[src/rtl/speed_ctrl_pkg.sv]
// Shared types for the playback speed controller: auto-repeat FSM states
// and the resolved key direction.
package speed_ctrl_pkg;

  typedef enum logic [1:0] {
    IDLE      = 2'd0,
    HOLD_WAIT = 2'd1,
    REPEAT    = 2'd2
  } speed_state_t;

  typedef enum logic [1:0] {
    DIR_NONE = 2'd0,
    DIR_UP   = 2'd1,
    DIR_DN   = 2'd2
  } speed_dir_t;

endpackage

[src/rtl/key_autorepeat.sv]
// Hold-to-repeat engine: a fresh press steps once, waits REPEAT_DELAY cycles,
// then steps every REPEAT_PERIOD cycles while the same direction stays held.
module key_autorepeat
  import speed_ctrl_pkg::*;
#(
  parameter int REPEAT_DELAY  = 13500000,
  parameter int REPEAT_PERIOD = 2700000
) (
  input  logic         i_clk,
  input  logic         i_rst,
  input  speed_dir_t   i_dir,
  input  logic         i_up_level,
  input  logic         i_dn_level,
  input  logic         i_speed_reset_event,
  output logic         o_step_pulse,
  output speed_dir_t   o_step_dir,
  output speed_state_t o_state
);

  localparam int LP_TMAX = (REPEAT_DELAY > REPEAT_PERIOD) ? REPEAT_DELAY : REPEAT_PERIOD;
  localparam int TIMER_W = $clog2(LP_TMAX + 1);
  localparam logic [TIMER_W-1:0] LP_DELAY_LAST  = TIMER_W'(REPEAT_DELAY - 1);
  localparam logic [TIMER_W-1:0] LP_PERIOD_LAST = TIMER_W'(REPEAT_PERIOD - 1);

  speed_state_t       r_state;
  speed_dir_t         r_dir;
  logic [TIMER_W-1:0] r_timer;
  logic               r_prev_up;
  logic               r_prev_dn;

  logic w_rise;
  logic w_held;

  // Only a genuine press re-arms; a key left held across a return to IDLE
  // shows no rising edge and therefore stays silent.
  assign w_rise = ((i_dir == DIR_UP) && i_up_level && !r_prev_up) ||
                  ((i_dir == DIR_DN) && i_dn_level && !r_prev_dn);
  assign w_held = (i_dir == r_dir);
  assign o_state = r_state;

  always_comb begin
    o_step_pulse = 1'b0;
    o_step_dir   = r_dir;
    case (r_state)
      IDLE: begin
        o_step_pulse = w_rise;
        o_step_dir   = i_dir;
      end
      HOLD_WAIT: o_step_pulse = w_held && (r_timer == LP_DELAY_LAST);
      REPEAT:    o_step_pulse = w_held && (r_timer == LP_PERIOD_LAST);
      default:   o_step_pulse = 1'b0;
    endcase
    if (i_speed_reset_event) o_step_pulse = 1'b0;
  end

  always_ff @(posedge i_clk) begin
    if (i_rst) begin
      r_state   <= IDLE;
      r_dir     <= DIR_NONE;
      r_timer   <= '0;
      r_prev_up <= 1'b0;
      r_prev_dn <= 1'b0;
    end else begin
      r_prev_up <= i_up_level;
      r_prev_dn <= i_dn_level;
      if (i_speed_reset_event) begin
        r_state <= IDLE;
        r_timer <= '0;
      end else begin
        case (r_state)
          IDLE: begin
            r_timer <= '0;
            if (w_rise) begin
              r_state <= HOLD_WAIT;
              r_dir   <= i_dir;
            end
          end
          HOLD_WAIT: begin
            if (!w_held) begin
              r_state <= IDLE;
              r_timer <= '0;
            end else if (r_timer == LP_DELAY_LAST) begin
              r_state <= REPEAT;
              r_timer <= '0;
            end else begin
              r_timer <= r_timer + TIMER_W'(1);
            end
          end
          REPEAT: begin
            if (!w_held) begin
              r_state <= IDLE;
              r_timer <= '0;
            end else if (r_timer == LP_PERIOD_LAST) begin
              r_timer <= '0;
            end else begin
              r_timer <= r_timer + TIMER_W'(1);
            end
          end
          default: begin
            r_state <= IDLE;
            r_timer <= '0;
          end
        endcase
      end
    end
  end

endmodule

[src/rtl/speed_control_ar.sv]
// Playback speed controller: turns speed keys into a saturating divider count
// for the sample-rate divider, with hold-to-repeat and a speed-reset pulse.
module speed_control_ar
  import speed_ctrl_pkg::*;
#(
  parameter int COUNT_W       = 16,
  parameter int DEFAULT_COUNT = 614,
  parameter int MIN_COUNT     = 1,
  parameter int MAX_COUNT     = 32767,
  parameter int STEP          = 1,
  parameter int REPEAT_DELAY  = 13500000,
  parameter int REPEAT_PERIOD = 2700000
) (
  input  logic               clk,
  input  logic               rst,
  input  logic               speed_up_level,
  input  logic               speed_down_level,
  input  logic               speed_reset_event,
  output logic [COUNT_W-1:0] div_clk_count,
  output logic               at_min,
  output logic               at_max,
  output logic               count_update,
  output speed_state_t       dbg_state
);

  if (!(MIN_COUNT >= 1 && MIN_COUNT <= DEFAULT_COUNT && DEFAULT_COUNT <= MAX_COUNT &&
        longint'(MAX_COUNT) < (longint'(1) << COUNT_W))) begin : g_bad_limits
    $error("speed_control_ar: illegal MIN/DEFAULT/MAX_COUNT for COUNT_W");
  end
  if (!(STEP >= 1 && REPEAT_DELAY >= 2 && REPEAT_PERIOD >= 1)) begin : g_bad_timing
    $error("speed_control_ar: illegal STEP/REPEAT_DELAY/REPEAT_PERIOD");
  end

  localparam logic [COUNT_W:0]   LP_STEP = (COUNT_W+1)'(STEP);
  localparam logic [COUNT_W:0]   LP_MIN  = (COUNT_W+1)'(MIN_COUNT);
  localparam logic [COUNT_W:0]   LP_MAX  = (COUNT_W+1)'(MAX_COUNT);
  localparam logic [COUNT_W-1:0] LP_DEF  = COUNT_W'(DEFAULT_COUNT);

  logic [COUNT_W-1:0] r_count;
  logic               r_at_min;
  logic               r_at_max;
  logic               r_update;

  speed_dir_t         w_dir;
  logic               w_step_pulse;
  speed_dir_t         w_step_dir;
  logic [COUNT_W:0]   w_ext;
  logic [COUNT_W-1:0] w_next;

  always_comb begin
    w_dir = DIR_NONE;
    if (speed_up_level && !speed_down_level) w_dir = DIR_UP;
    else if (speed_down_level && !speed_up_level) w_dir = DIR_DN;
  end

  key_autorepeat #(
    .REPEAT_DELAY  (REPEAT_DELAY),
    .REPEAT_PERIOD (REPEAT_PERIOD)
  ) u_repeat (
    .i_clk               (clk),
    .i_rst               (rst),
    .i_dir               (w_dir),
    .i_up_level          (speed_up_level),
    .i_dn_level          (speed_down_level),
    .i_speed_reset_event (speed_reset_event),
    .o_step_pulse        (w_step_pulse),
    .o_step_dir          (w_step_dir),
    .o_state             (dbg_state)
  );

  // One extra bit keeps count-STEP and count+STEP from wrapping before the clamp.
  assign w_ext = {1'b0, r_count};

  always_comb begin
    w_next = r_count;
    if (speed_reset_event) begin
      w_next = LP_DEF;
    end else if (w_step_pulse && (w_step_dir == DIR_UP)) begin
      w_next = (w_ext >= LP_MIN + LP_STEP) ? COUNT_W'(w_ext - LP_STEP) : COUNT_W'(LP_MIN);
    end else if (w_step_pulse && (w_step_dir == DIR_DN)) begin
      w_next = (w_ext + LP_STEP > LP_MAX) ? COUNT_W'(LP_MAX) : COUNT_W'(w_ext + LP_STEP);
    end
  end

  always_ff @(posedge clk) begin
    if (rst) begin
      r_count  <= LP_DEF;
      r_at_min <= (DEFAULT_COUNT == MIN_COUNT);
      r_at_max <= (DEFAULT_COUNT == MAX_COUNT);
      r_update <= 1'b0;
    end else begin
      r_count  <= w_next;
      r_at_min <= ({1'b0, w_next} == LP_MIN);
      r_at_max <= ({1'b0, w_next} == LP_MAX);
      r_update <= (w_next != r_count);
    end
  end

  assign div_clk_count = r_count;
  assign at_min        = r_at_min;
  assign at_max        = r_at_max;
  assign count_update  = r_update;

endmodule

[config.mk]
export PLATFORM = sky130hd
export DESIGN_NAME = speed_control_ar
export DESIGN_NICKNAME = d
export VERILOG_FILES = /design/src/rtl/speed_ctrl_pkg.sv /design/src/rtl/key_autorepeat.sv /design/src/rtl/speed_control_ar.sv
export SDC_FILE = /design/constraint.sdc
export NUM_CORES = 1
export LEC_CHECK = 0
export BUFFER_PORTS_ARGS = -buffer_cell sky130_fd_sc_hd__buf_2
export CAP_MARGIN = 20
export CELL_PAD_IN_SITES_DETAIL_PLACEMENT = 0
export CELL_PAD_IN_SITES_GLOBAL_PLACEMENT = 1
export CORE_UTILIZATION = 30
export DETAILED_ROUTE_END_ITERATION = 10
export PLACE_DENSITY_LB_ADDON = 0.1
export SLEW_MARGIN = 20
export SYNTH_ARGS = -nofsm -noshare
export SYNTH_HDL_FRONTEND = slang
export SYNTH_HIERARCHICAL = 1
export SYNTH_SLANG_ARGS = --single-unit
export TNS_END_PERCENT = 50
[constraint.sdc]
create_clock -name clk -period 7.4 [get_ports clk]
set_clock_uncertainty 0.05 [all_clocks]
set_input_delay 2.22 -clock clk [delete_from_list [all_inputs] [get_ports clk]]
set_output_delay 2.22 -clock clk [all_outputs]
set_load 0.005 [all_outputs]
==> summary.txt <==
Clocking
  • Clk slew on worst S/H paths: ~70 ps
  • Clk sinks: between 40 and 50
  • CTS Buf Count: 5
  • Hold buffer count at CTS: 0
  • Post-CTS sizing: 0
  • Max H-tree Level: 2
  • Root Buffer: clkbuf_16
  • Clock Tree Buf Depth: 2
  • Setup bufs post-CTS: 0
  • Clock latency on the worst-skew pair: between 300 and 400 ps
  • CTS tree: yes

Timing
  • Slew Limit Headroom: 0.3060
  • Crit share post-route: 0.8034
  • Fin. Hold Viols: 0
  • Setup TNS: 0 ps
  • Worst-Margin Slew: 1012 ps
  • Finish-stage setup viols: 0
  • Max Freq: between 150 and 200 MHz
  • Unrepaired setup endpoints after global routing: false
  • Post-layout min period: roughly 5900 ps
  • Slew Viols, Final: 0

Worst setup path
  • Critical path, cell by cell: buf_2 -> nor2b_1 -> xnor2_1 -> and2_1 -> o2111ai_1 -> a211oi_1 -> and3b_1 -> buf_4 -> nand3_1 -> mux2i_1 -> buf_4 -> nand3_1 -> a311oi_1 -> nand2_1 -> or4_1 -> nor4_2
  • Data arrival, critical path: about 6100 ps
  • Crit path max fanout: 12
  • CP Class: in -> reg
  • CP Capture Type: flop
  • Slowest CP cell: a211oi_1
  • CP peak stage delay: between 600 and 700 ps
  • Worst setup SP type: input port
  • WP data required: 7570 ps

Synth
  • Syn avg cell area: ~7.9 sq um
  • Top post-synthesis cells by area: dfxtp_1 25%, xor2_1 6.0%, nor2_1 5.9%
  • Async SR Flop Fraction: 0
  • Mapped Area: 0.003918 sq mm
  • Synth Flop Type: dfxtp_1
  • Post-Syn Instances: about 500
  • Ys Warns: 6
  • Synth Net Count: just over 500
  • Post-synthesis register bit count: 49
  • Seq/Total Area, Yosys: 0.2504
  • Largest area contributor in the netlist: dfxtp_1
  • Synth top area share: 0.2504
  • Post-synth cell types: 77
  • Top-count cell post-synth: nor2_1
  • Post-synth top cells: 62 x nor2_1, 49 x dfxtp_1, 33 x nand3_1
  • Post-synth EDFFs: 0

Global route
  • GRT Residual Overflow: 0
  • Gr busiest metal: met2
  • GRT met3 Usage: 0.03944
  • Largest net degree at the start of global routing: 34
  • Met2 usage: 0.3408
  • M1 GR Usage: 0.2493
  • Total GRT Usage: 0.2070
  • Vias in the first global route: between 3,000 and 4,000
  • Initial antenna violation count: 0
  • Global-route wire length before repair: 20,870 um

Detailed routing
  • ANT nets after route: 0
  • Vias: about 3,900
  • Vias per Instance: roughly 5.7
  • Drt total wl: 13,360 um
  • WL/cell: 19.53 um
  • DR DRC count: 0
  • Drt first-iter violations: a little under 200
  • Drt first pass iters: 5

Cells and area
  • Layout cells sized above 1: 0.1387
  • Synthesis-to-finish area growth: 10.54%
  • Post-layout nets: between 500 and 600
  • Ant diodes: 0
  • Fin util: 0.3418

Die
  • Die Wd: 116.3 um
  • Core Region: 0.01267 sq mm
  • Die height: around 120 um
  • Die Area: 0.01352 sq mm
  • Initial core utilization: 0.3092
  • # rows: 41
  • # IOs: 26

Pwr
  • Power Dens Cells: between 100 and 150 mW/mm^2
  • Lkg Pwr: ~0.0014 uW
  • Worst VDD drop: 0.1224 mV
  • Overall power: ~540 uW

Placed design
  • I/O Buffers: 25
  • Post-DP HPWL: roughly 9700 um
  • Placer congestion estimate: ~0.86

Min path
  • Hold crit path type: reg -> reg

Job
  • Max cap viols: 0

Status
  • Status: completed
## flip-flops by register name, indices dropped and copies added (netlist names)
register and flops:
u_repeat/r_timer 24, div_clk_count 16, u_repeat/o_state 2, u_repeat/r_dir 2
at_max 1, at_min 1, count_update 1, u_repeat/r_prev_dn 1
u_repeat/r_prev_up 1
## cells by family (layout without fill, tap and decap cells)
family / count (synthesis) / count (layout) / synth area share
mux: 12 / 12 / 0.03258
compound gates: 97 / 97 / 0.1792
xor+xnor: 40 / 40 / 0.08943
buf+inv: 43 / 56 / 0.05046
simple gates: 249 / 249 / 0.3692
flops: 49 / 49 / 0.2504
fa+ha+maj: 9 / 9 / 0.02875
## power by group
group | leakage (uW) | switching (uW) | internal, uW | total, uW
clock network | 0.0000712 | 113 | 127 | 240
registers | 0.000396 | 2.73 | 265 | 268
logic | 0.000946 | 21.2 | 12.7 | 33.9
## worst paths after layout
path | from | end | slack (ps) | cells after the start
worst max-delay path | speed_down_level | at_min | 1450 | 16
worst min-delay path | u_repeat/r_timer[0] | u_repeat/r_timer[0] | 440 | 1
worst max register to register | div_clk_count[3] | at_min | 3050 | 9
worst min register to register | u_repeat/r_timer[0] | u_repeat/r_timer[0] | 440 | 1
## critical path: cells and delay by family
family	cells	cell delay (ps)
AO/OA/AOI/OAI	3	1160
XOR/XNOR	1	180
AND/OR/NAND/NOR	8	1900
multiplexers	1	160
buffers and inverters	3	490
## layout make-up
type	instances	area, sq um
multi-input cells	407	2739
flip-flops and latches	49	980.9
clock buffers	6	128.9
repair buffers	36	207.7
well taps	172	215.2
fillers	1394	8341
inverters	12	45.04
clock inverters	2	13.76
## metal layers
metal,vias up,wire [um]
met3,42,747
li1,1858,-
met1,1821,5728
met5,-,0
met2,145,6188
met4,0,696
## stage by stage
stage	instance area, sq um	instances	hold WS, ps	setup WS, ps
after floorplan	3918	499	391.4	1770
after global placement	4188	676	417.3	1280
after detailed placement	4188	676	429.4	1124
after CTS	4330	684	446.7	1442
after global routing	4330	684	470.2	974.6
final	4330	684	443.2	1455
## cell usage in the layout, fill, tap and decap left out, types with 4 or more instances in the layout
master      n
nand2b_1    7
mux2i_1     9
a21oi_1    21
nor4_1     12
nor2_1     62
inv_1      12
nor3_1     16
nand4_1    15
o211ai_1    6
buf_4      11
nor4_4      4
buf_2      25
and3_1      8
o21ai_0    20
ha_1        9
o221ai_1    4
and4_1      5
nand2_1    32
xnor2_1    13
xor2_1     27
dfxtp_1    49
nand3_1    33
clkbuf_16   5
or2_2       5
nor2b_1    10
nand3b_1    5
and2_1      6
a311oi_1    4
Power figures use the tool's default switching activity.
